File: config.mk
export PLATFORM = sky130hd
export DESIGN_NAME = fpu_wb_buffer
export DESIGN_NICKNAME = d
export VERILOG_FILES = /design/src/rtl/fpu_wb_buffer.sv
export SDC_FILE = /design/constraint.sdc
export NUM_CORES = 1
export LEC_CHECK = 0
export CAP_MARGIN = 20
export CORE_ASPECT_RATIO = 1.25
export CORE_MARGIN = 2
export CORE_UTILIZATION = 40
export CTS_BUF_LIST = sky130_fd_sc_hd__clkbuf_16
export DETAILED_ROUTE_END_ITERATION = 10
export GPL_ROUTABILITY_DRIVEN = 0
export PLACE_DENSITY = 0.65
export SETUP_SLACK_MARGIN = 0.4
export SLEW_MARGIN = 10
export SYNTH_ARGS = -nofsm -noshare
export SYNTH_HDL_FRONTEND = slang
export SYNTH_SLANG_ARGS = --single-unit
export TNS_END_PERCENT = 20
File: constraint.sdc
create_clock -name clk_i -period 6.05 [get_ports clk_i]
set_input_delay 0.605 -clock clk_i [delete_from_list [all_inputs] [get_ports clk_i]]
set_output_delay 0.605 -clock clk_i [all_outputs]
set_load 0.01 [all_outputs]
File: src/rtl/fpu_wb_buffer.sv
// In-order result buffer between the FPU execute stage and write-back, with sticky fflags accumulation.
// Optional NaN-boxing of single-precision FP results on push: define FPU_WB_NANBOX_EN.
module fpu_wb_buffer #(
  parameter int unsigned DEPTH  = 2,
  parameter int unsigned ITAG_W = 6
) (
  input  logic                       clk_i,
  input  logic                       arst_i,
  input  logic                       flush_i,
  input  logic                       fpu_valid_i,
  output logic                       fpu_ready_o,
  input  logic [63:0]                fpu_result_i,
  input  logic [4:0]                 fpu_rd_i,
  input  logic                       fpu_frd_we_i,
  input  logic                       fpu_single_i,
  input  logic [4:0]                 fpu_fflags_i,
  input  logic [ITAG_W-1:0]          fpu_itag_i,
  output logic                       wb_valid_o,
  input  logic                       wb_ready_i,
  output logic [63:0]                wb_result_o,
  output logic [4:0]                 wb_rd_o,
  output logic                       wb_frd_we_o,
  output logic [4:0]                 wb_fflags_o,
  output logic [ITAG_W-1:0]          wb_itag_o,
  input  logic                       fflags_clr_i,
  output logic [4:0]                 fflags_acc_o,
  output logic [$clog2(DEPTH):0]     count_o
);

  localparam int unsigned PTR_W = $clog2(DEPTH);
  localparam int unsigned CNT_W = PTR_W + 1;
  localparam logic [CNT_W-1:0] FULL_CNT = CNT_W'(DEPTH);

  logic [63:0]       r_result_mem [DEPTH];
  logic [4:0]        r_rd_mem     [DEPTH];
  logic              r_frd_we_mem [DEPTH];
  logic [4:0]        r_fflags_mem [DEPTH];
  logic [ITAG_W-1:0] r_itag_mem   [DEPTH];

  logic [PTR_W-1:0]  r_wptr;
  logic [PTR_W-1:0]  r_rptr;
  logic [CNT_W-1:0]  r_count;
  logic [4:0]        r_fflags_acc;

  logic              w_push;
  logic              w_pop;
  logic              w_not_full;
  logic              w_not_empty;
  logic [63:0]       w_push_result;

  // Ready depends only on registered occupancy and flush, never on wb_ready_i.
  assign w_not_full  = (r_count < FULL_CNT);
  assign w_not_empty = (r_count != '0);
  assign fpu_ready_o = w_not_full & ~flush_i;
  assign w_push      = fpu_valid_i & fpu_ready_o;
  assign w_pop       = w_not_empty & wb_ready_i & ~flush_i;

`ifdef FPU_WB_NANBOX_EN
  always_comb begin
    w_push_result = fpu_result_i;
    if (fpu_single_i && fpu_frd_we_i) begin
      w_push_result = {32'hFFFF_FFFF, fpu_result_i[31:0]};
    end
  end
`else
  logic w_unused_single;
  assign w_unused_single = fpu_single_i;
  assign w_push_result   = fpu_result_i;
`endif

  // Storage carries no reset; only the pointers and count define validity.
  always_ff @(posedge clk_i) begin
    if (w_push) begin
      r_result_mem[r_wptr] <= w_push_result;
      r_rd_mem[r_wptr]     <= fpu_rd_i;
      r_frd_we_mem[r_wptr] <= fpu_frd_we_i;
      r_fflags_mem[r_wptr] <= fpu_fflags_i;
      r_itag_mem[r_wptr]   <= fpu_itag_i;
    end
  end

  always_ff @(posedge clk_i) begin
    if (arst_i || flush_i) begin
      r_wptr  <= '0;
      r_rptr  <= '0;
      r_count <= '0;
    end else begin
      if (w_push) begin
        r_wptr <= r_wptr + PTR_W'(1);
      end
      if (w_pop) begin
        r_rptr <= r_rptr + PTR_W'(1);
      end
      if (w_push && !w_pop) begin
        r_count <= r_count + CNT_W'(1);
      end else if (w_pop && !w_push) begin
        r_count <= r_count - CNT_W'(1);
      end
    end
  end

  // A clear discards the old value first, so a colliding pop leaves only its own flags.
  always_ff @(posedge clk_i) begin
    if (arst_i) begin
      r_fflags_acc <= '0;
    end else if (fflags_clr_i) begin
      r_fflags_acc <= w_pop ? r_fflags_mem[r_rptr] : '0;
    end else if (w_pop) begin
      r_fflags_acc <= r_fflags_acc | r_fflags_mem[r_rptr];
    end
  end

  assign wb_valid_o   = w_not_empty;
  assign wb_result_o  = r_result_mem[r_rptr];
  assign wb_rd_o      = r_rd_mem[r_rptr];
  assign wb_frd_we_o  = r_frd_we_mem[r_rptr];
  assign wb_fflags_o  = r_fflags_mem[r_rptr];
  assign wb_itag_o    = r_itag_mem[r_rptr];
  assign fflags_acc_o = r_fflags_acc;
  assign count_o      = r_count;

endmodule
Word level (Yosys, flattened, before mapping)
Memories as Yosys holds them, arrays and structs flattened. A register that Yosys moved wholly into a read port is not among the register bits.
Index checks and enable logic that the tools add are counted.
{ "op_classes": {"muxes": 17, "addsub": 4, "reduce_logical": 8, "n_lt_le_gt_ge": 1, "n_bitwise": 6} }
{ "op_table": {"columns": ["cell", "count"], "rows": [
  ["5-bit 2-to-1 mux", 3],
  ["1-bit 2-to-1 mux", 12],
  ["2-bit nonzero test", 3],
  ["5-bit bitwise OR", 1],
  ["1-bit AND", 4],
  ["2-bit 2-to-1 mux", 2],
  ["1-bit adder (second input constant)", 2],
  ["2-bit by 1-bit adder with 2-bit output (second input constant)", 1],
  ["1-bit logical AND", 2],
  ["1-bit zero test", 2],
  ["2-bit < comparator (second input constant)", 1],
  ["2-bit by 1-bit subtractor with 2-bit output (second input constant)", 1],
  ["1-bit logical OR", 1],
  ["1-bit NOT", 1]
]} }
{ "totals": {"n_memories": 5, "ff_bits": 9, "inputBits": 88, "wordCells": 45, "ram_bits": 162} }
{ "mem_list": {"columns": ["memory", "depth", "width", "rd", "rd_ports_with_merged_regs", "wr", "line_no", "source"], "rows": [
  ["r_result_mem", 2, 64, 1, 1, 1, "34", "logic [63:0] r_result_mem [DEPTH];"],
  ["r_itag_mem", 2, 6, 1, 1, 1, "38", "logic [ITAG_W-1:0] r_itag_mem [DEPTH];"],
  ["r_fflags_mem", 2, 5, 1, 1, 1, "37", "logic [4:0] r_fflags_mem [DEPTH];"],
  ["r_rd_mem", 2, 5, 1, 1, 1, "35", "logic [4:0] r_rd_mem [DEPTH];"],
  ["r_frd_we_mem", 2, 1, 1, 1, 1, "36", "logic r_frd_we_mem [DEPTH];"]
]} }

Logic depth before layout (Yosys ltp)
{ "logic_depth": {"word_depth": 7, "mapped_depth": 7, "depth_no_buf": 6} }

Least setup slack after synthesis
Ideal clock, no wire load.
{ "synth_timing": {"path_kind": "input port to flip-flop", "start": "input flush_i", "end": "memory r_fflags_mem[0][0] (enable)", "stages": 3, "path_buffers": 0, "t_arrival_ns": 4.605, "setup_slack_ns": 0.914, "setup_time_ns": 0.531, "path_cell_list": "nor2_1 and2_1 nor2b_1"} }
{ "synth_via": {"elab_chain_cells": 5} }
{ "synth_rtl": {"columns": ["element", "line_no", "source"], "rows": [
  ["start, declared", "9", "input logic flush_i,"],
  ["1-bit NOT", "54", "assign fpu_ready_o = w_not_full & ~flush_i;"],
  ["1-bit AND", "54", null],
  ["1-bit AND", "55", "assign w_push = fpu_valid_i & fpu_ready_o;"],
  ["1-bit 2-to-1 mux", "73", "if (w_push) begin"],
  ["1-bit 2-to-1 mux (not written as such)", "77", "r_fflags_mem[r_wptr] <= fpu_fflags_i;"],
  ["end, declared", "37", null]
]} }
Every way passes these cells.

==> load_flow_metrics.sql <==
INSERT INTO impl_metrics (metric_group, metric, value, unit) VALUES
('run_status', 'outcome', 'finished clean', ''),
('logic_synthesis', 'yosys-top-cells-area', 'edfxtp_1 77%, mux2_2 13%, dfxtp_1 3.2%', ''),
('cts', 'cts_root_buffer', 'clkbuf_16', ''),
('timing', 'max_slew.worst_pin.slew', '0.581', 'ns'),
('route', 'detail_route.vias_per_cell', '4.73', ''),
('logic_synthesis', 'netlist_area', '6330', 'sq um'),
('setup_path', 'timing.critical_path.to_type', 'output port', ''),
('setup_path', 'cp-start-kind', 'flop', ''),
('floorplanning', 'io_pins', '178', ''),
('route', 'wirelength', '11900', 'microns'),
('route', 'drcViolationCount', '0', ''),
('cts', 'post_cts_sizing', '0', ''),
('global_routing', 'grt_pass1_vias', '3674', ''),
('logic_synthesis', 'postSynthRegisterBits', '172', ''),
('power', 'ir_worst_vdd', '0.156', 'mV'),
('finish', 'num-nets-final', '577', ''),
('timing', 'layout_worst_path_cycle_share', '48.9', '%'),
('logic_synthesis', 'yosys_warnings', '0', ''),
('finish', 'multiInputGateArea', '1170', 'sq um'),
('timing', 'setup_violations', '0', ''),
('logic_synthesis', 'syn_inst', '300', ''),
('floorplanning', 'initial_core_util', '40.8', '%'),
('power', 'p_leak', '0.00295', 'uW'),
('timing', 'timing_max_transition_violations_final', '0', ''),
('floorplanning', 'fp.dieArea', '16800', 'sq um'),
('route', 'initialDrtViolationCount', '255', ''),
('finish', 'final_design_area_no_fill', '8920', 'sq um'),
('timing', 'timing.final.ws_setup', '3.09', 'ns'),
('cts', 'ctsHtreeMaxLevel', '4', ''),
('timing', 'holdWs', '0.557', 'ns'),
('timing', 'setup_total_negative_slack', '0', 'ns'),
('timing', 'final-hold-violation-count', '0', ''),
('finish', 'diodes', '0', ''),
('timing', 'max_freq', '338', 'MHz'),
('hold_path', 'worst_hold_path_type', 'reg2reg', ''),
('cts', 'cts.path.max_buffers', '2', ''),
('logic_synthesis', 'ys_types', '23', ''),
('global_routing', 'gr-usage-all-layers', '14.5', '%'),
('timing', 'slew_headroom', '61.2', '%'),
('timing', 'clock_skew', '0.00260', 'ns'),
('place', 'port-buffer-count', '176', ''),
('finish', 'area_growth_syn_to_layout', '41.1', '%'),
('cts', 'cts_tree', 'yes', ''),
('cts', 'post-cts-setup-buffer-count', '0', ''),
('setup_path', 'worstPathRequired', '5.44', 'ns'),
('floorplanning', 'die_w', '116', 'microns'),
('place', 'area_after_detailed_placement', '8350', 'sq um'),
('setup_path', 'timing.critical_path.fanout_max', '41', ''),
('cts', 'cts-buffers-inserted', '17', ''),
('finish', 'reg_area', '5070', 'sq um'),
('global_routing', 'global_route_total_overflow', '0', ''),
('floorplanning', 'die-height', '145', 'microns'),
('cts', 'clk-insertion-delay-late', '0.41', 'ns'),
('finish', 'layout-drive-gt1-share', '22.8', '%'),
('global_routing', 'grt_first_pass_wirelength', '18100', 'microns'),
('route', 'firstDrtPassIters', '4', ''),
('finish', 'fill_cells', '1208', ''),
('floorplanning', 'row_count', '51', ''),
('timing', 'fin_crit', '2.96', 'ns'),
('logic_synthesis', 'yosysTopAreaCellShare', '76.9', '%'),
('logic_synthesis', 'postSynthNetCount', '389', ''),
('place', 'preCtsSetupSlack', '3.25', 'ns'),
('power', 'power.density', '290', 'nW/um^2'),
('global_routing', 'initial_antenna_violation_count', '1', ''),
('global_routing', 'grt_start_max_net_pins', '82', ''),
('run', 'drv.max_cap_violation_count', '0', ''),
('floorplanning', 'core', '15500', 'sq um'),
('logic_synthesis', 'synth.avg_cell_area', '21.1', 'sq um'),
('logic_synthesis', 'synth_sequential_area_ratio', '80.0', '%'),
('cts', 'holdBufCountCts', '0', ''),
('setup_path', 'type_of_the_setup_path_with_the_least_slack', 'reg2out', ''),
('cts', 'clk_pin_slew_worst_setup_hold_paths', '0.06', 'ns'),
('route', 'num_vias', '3369', ''),
('route', 'number_of_routed_nets_with_antenna_violations', '0', ''),
('place', 'dp_hpwl', '7730', 'microns'),
('route', 'drt-wirelength-per-cell', '16.8', 'microns'),
('cts', 'cts.sink_count', '172', ''),
('timing', 'rsz0062_at_grt', 'false', ''),
('logic_synthesis', 'synth.largest_area_cell', 'edfxtp_1', ''),
('setup_path', 'cp.arrival', '2.35', 'ns');
-- final cells by class --
class	count	share of cell area (%)
Timing Repair Buffer	180	20.8
Inverter	1	0.0421
Multi-Input combinational cell	116	13.2
Tap cell	212	2.97
Sequential cell	172	56.8
Clock inverter	15	1.47
Clock buffer	17	4.77
-- Yosys cell counts --
cell	instances
edfxtp_1	162
mux2_2	72
dfxtp_1	10
buf_6	7
nor2b_1	7
nor2_1	6
a41oi_1	5
mux2_4	5
mux2_1	4
nor3_1	4
buf_2	3
xor2_1	3
o21ai_0	2
a211oi_2	1
and2_1	1
and3_1	1
clkbuf_1	1
ha_1	1
inv_1	1
nand3_1	1
or2_2	1
or3_1	1
xnor2_1	1
-- routing by layer --
metal / share of wire [%] / track usage, %
met5: 0 / 0
met4: 1.6 / 6.58
met3: 7.5 / 5.45
met2: 51 / 24.8
met1: 40 / 16.0
-- critical path, stage by stage, from the launching register on --
cell and delay, ns:
dfxtp_4 0.71, buf_12 0.32, mux2_2 0.40, clkdlybuf4s50_1 0.49
-- where the power goes --
group          leakage (uW)  switching (uW)  internal (uW)
Sequential          0.00157            10.8           1340
Combinational       0.00112            81.7            133
Clock              0.000268             422            597
Total               0.00295             514           2070
-- layout by cell type (no fill, tap or decap), types with 4 or more instances in the layout --
cell type / n
clkdlybuf4s50_1: 176
edfxtp_1: 162
mux2_2: 72
clkbuf_16: 17
dfxtp_1: 9
nor2_1: 6
nor2b_1: 6
mux2_4: 5
a41oi_1: 5
clkinv_2: 5
mux2_1: 4
nor3_1: 4
clkinv_1: 4
-- final timing paths --
check | startpoint | slack (ns) | cells past startpoint | end
worst max-delay path | flop | 3.09 | 3 | wb_fflags_o[1]
worst min-delay path | r_rptr$_SDFFE_PP0P_ | 0.56 | 2 | r_rptr$_SDFFE_PP0P_
worst max register to register | count_o[1]$_SDFFE_PP0P_ | 4.08 | 4 | r_result_mem[0][41]$_DFFE_PP_
worst min register to register | r_rptr$_SDFFE_PP0P_ | 0.56 | 2 | r_rptr$_SDFFE_PP0P_
-- registers in the layout (all words and copies together) (netlist names), named ones only --
| name | cells |
|---|---|
| r_rd_mem | 10 |
| r_wptr | 1 |
| r_itag_mem | 12 |
| r_fflags_mem | 10 |
| count_o | 2 |
| r_rptr | 1 |
| r_frd_we_mem | 2 |
| fflags_acc_o | 5 |
| r_result_mem | 128 |
-- logic make-up after synthesis --
| logic type | Yosys count | share of synthesized area (%) |
|---|---|---|
| adder cells (fa/ha/maj) | 1 | 0.198 |
| flip-flops | 172 | 80.0 |
| buffers and inverters | 12 | 1.60 |
| AO/OA/AOI/OAI | 8 | 1.05 |
| multiplexers | 81 | 14.7 |
| AND/OR/NAND/NOR | 22 | 1.84 |
| XOR/XNOR | 4 | 0.554 |
-- through the flow --
stage / utilization (%) / std cells / power [uW]
floorplan: - / 300 / 1460
global placement: 53.5 / 678 / 1590
detailed placement: 53.8 / 680 / 1600
CTS: 57.4 / 712 / 2620
global route: 57.6 / 713 / 2690
finish: 57.6 / 713 / 2590
Power figures use the tool's default switching activity.
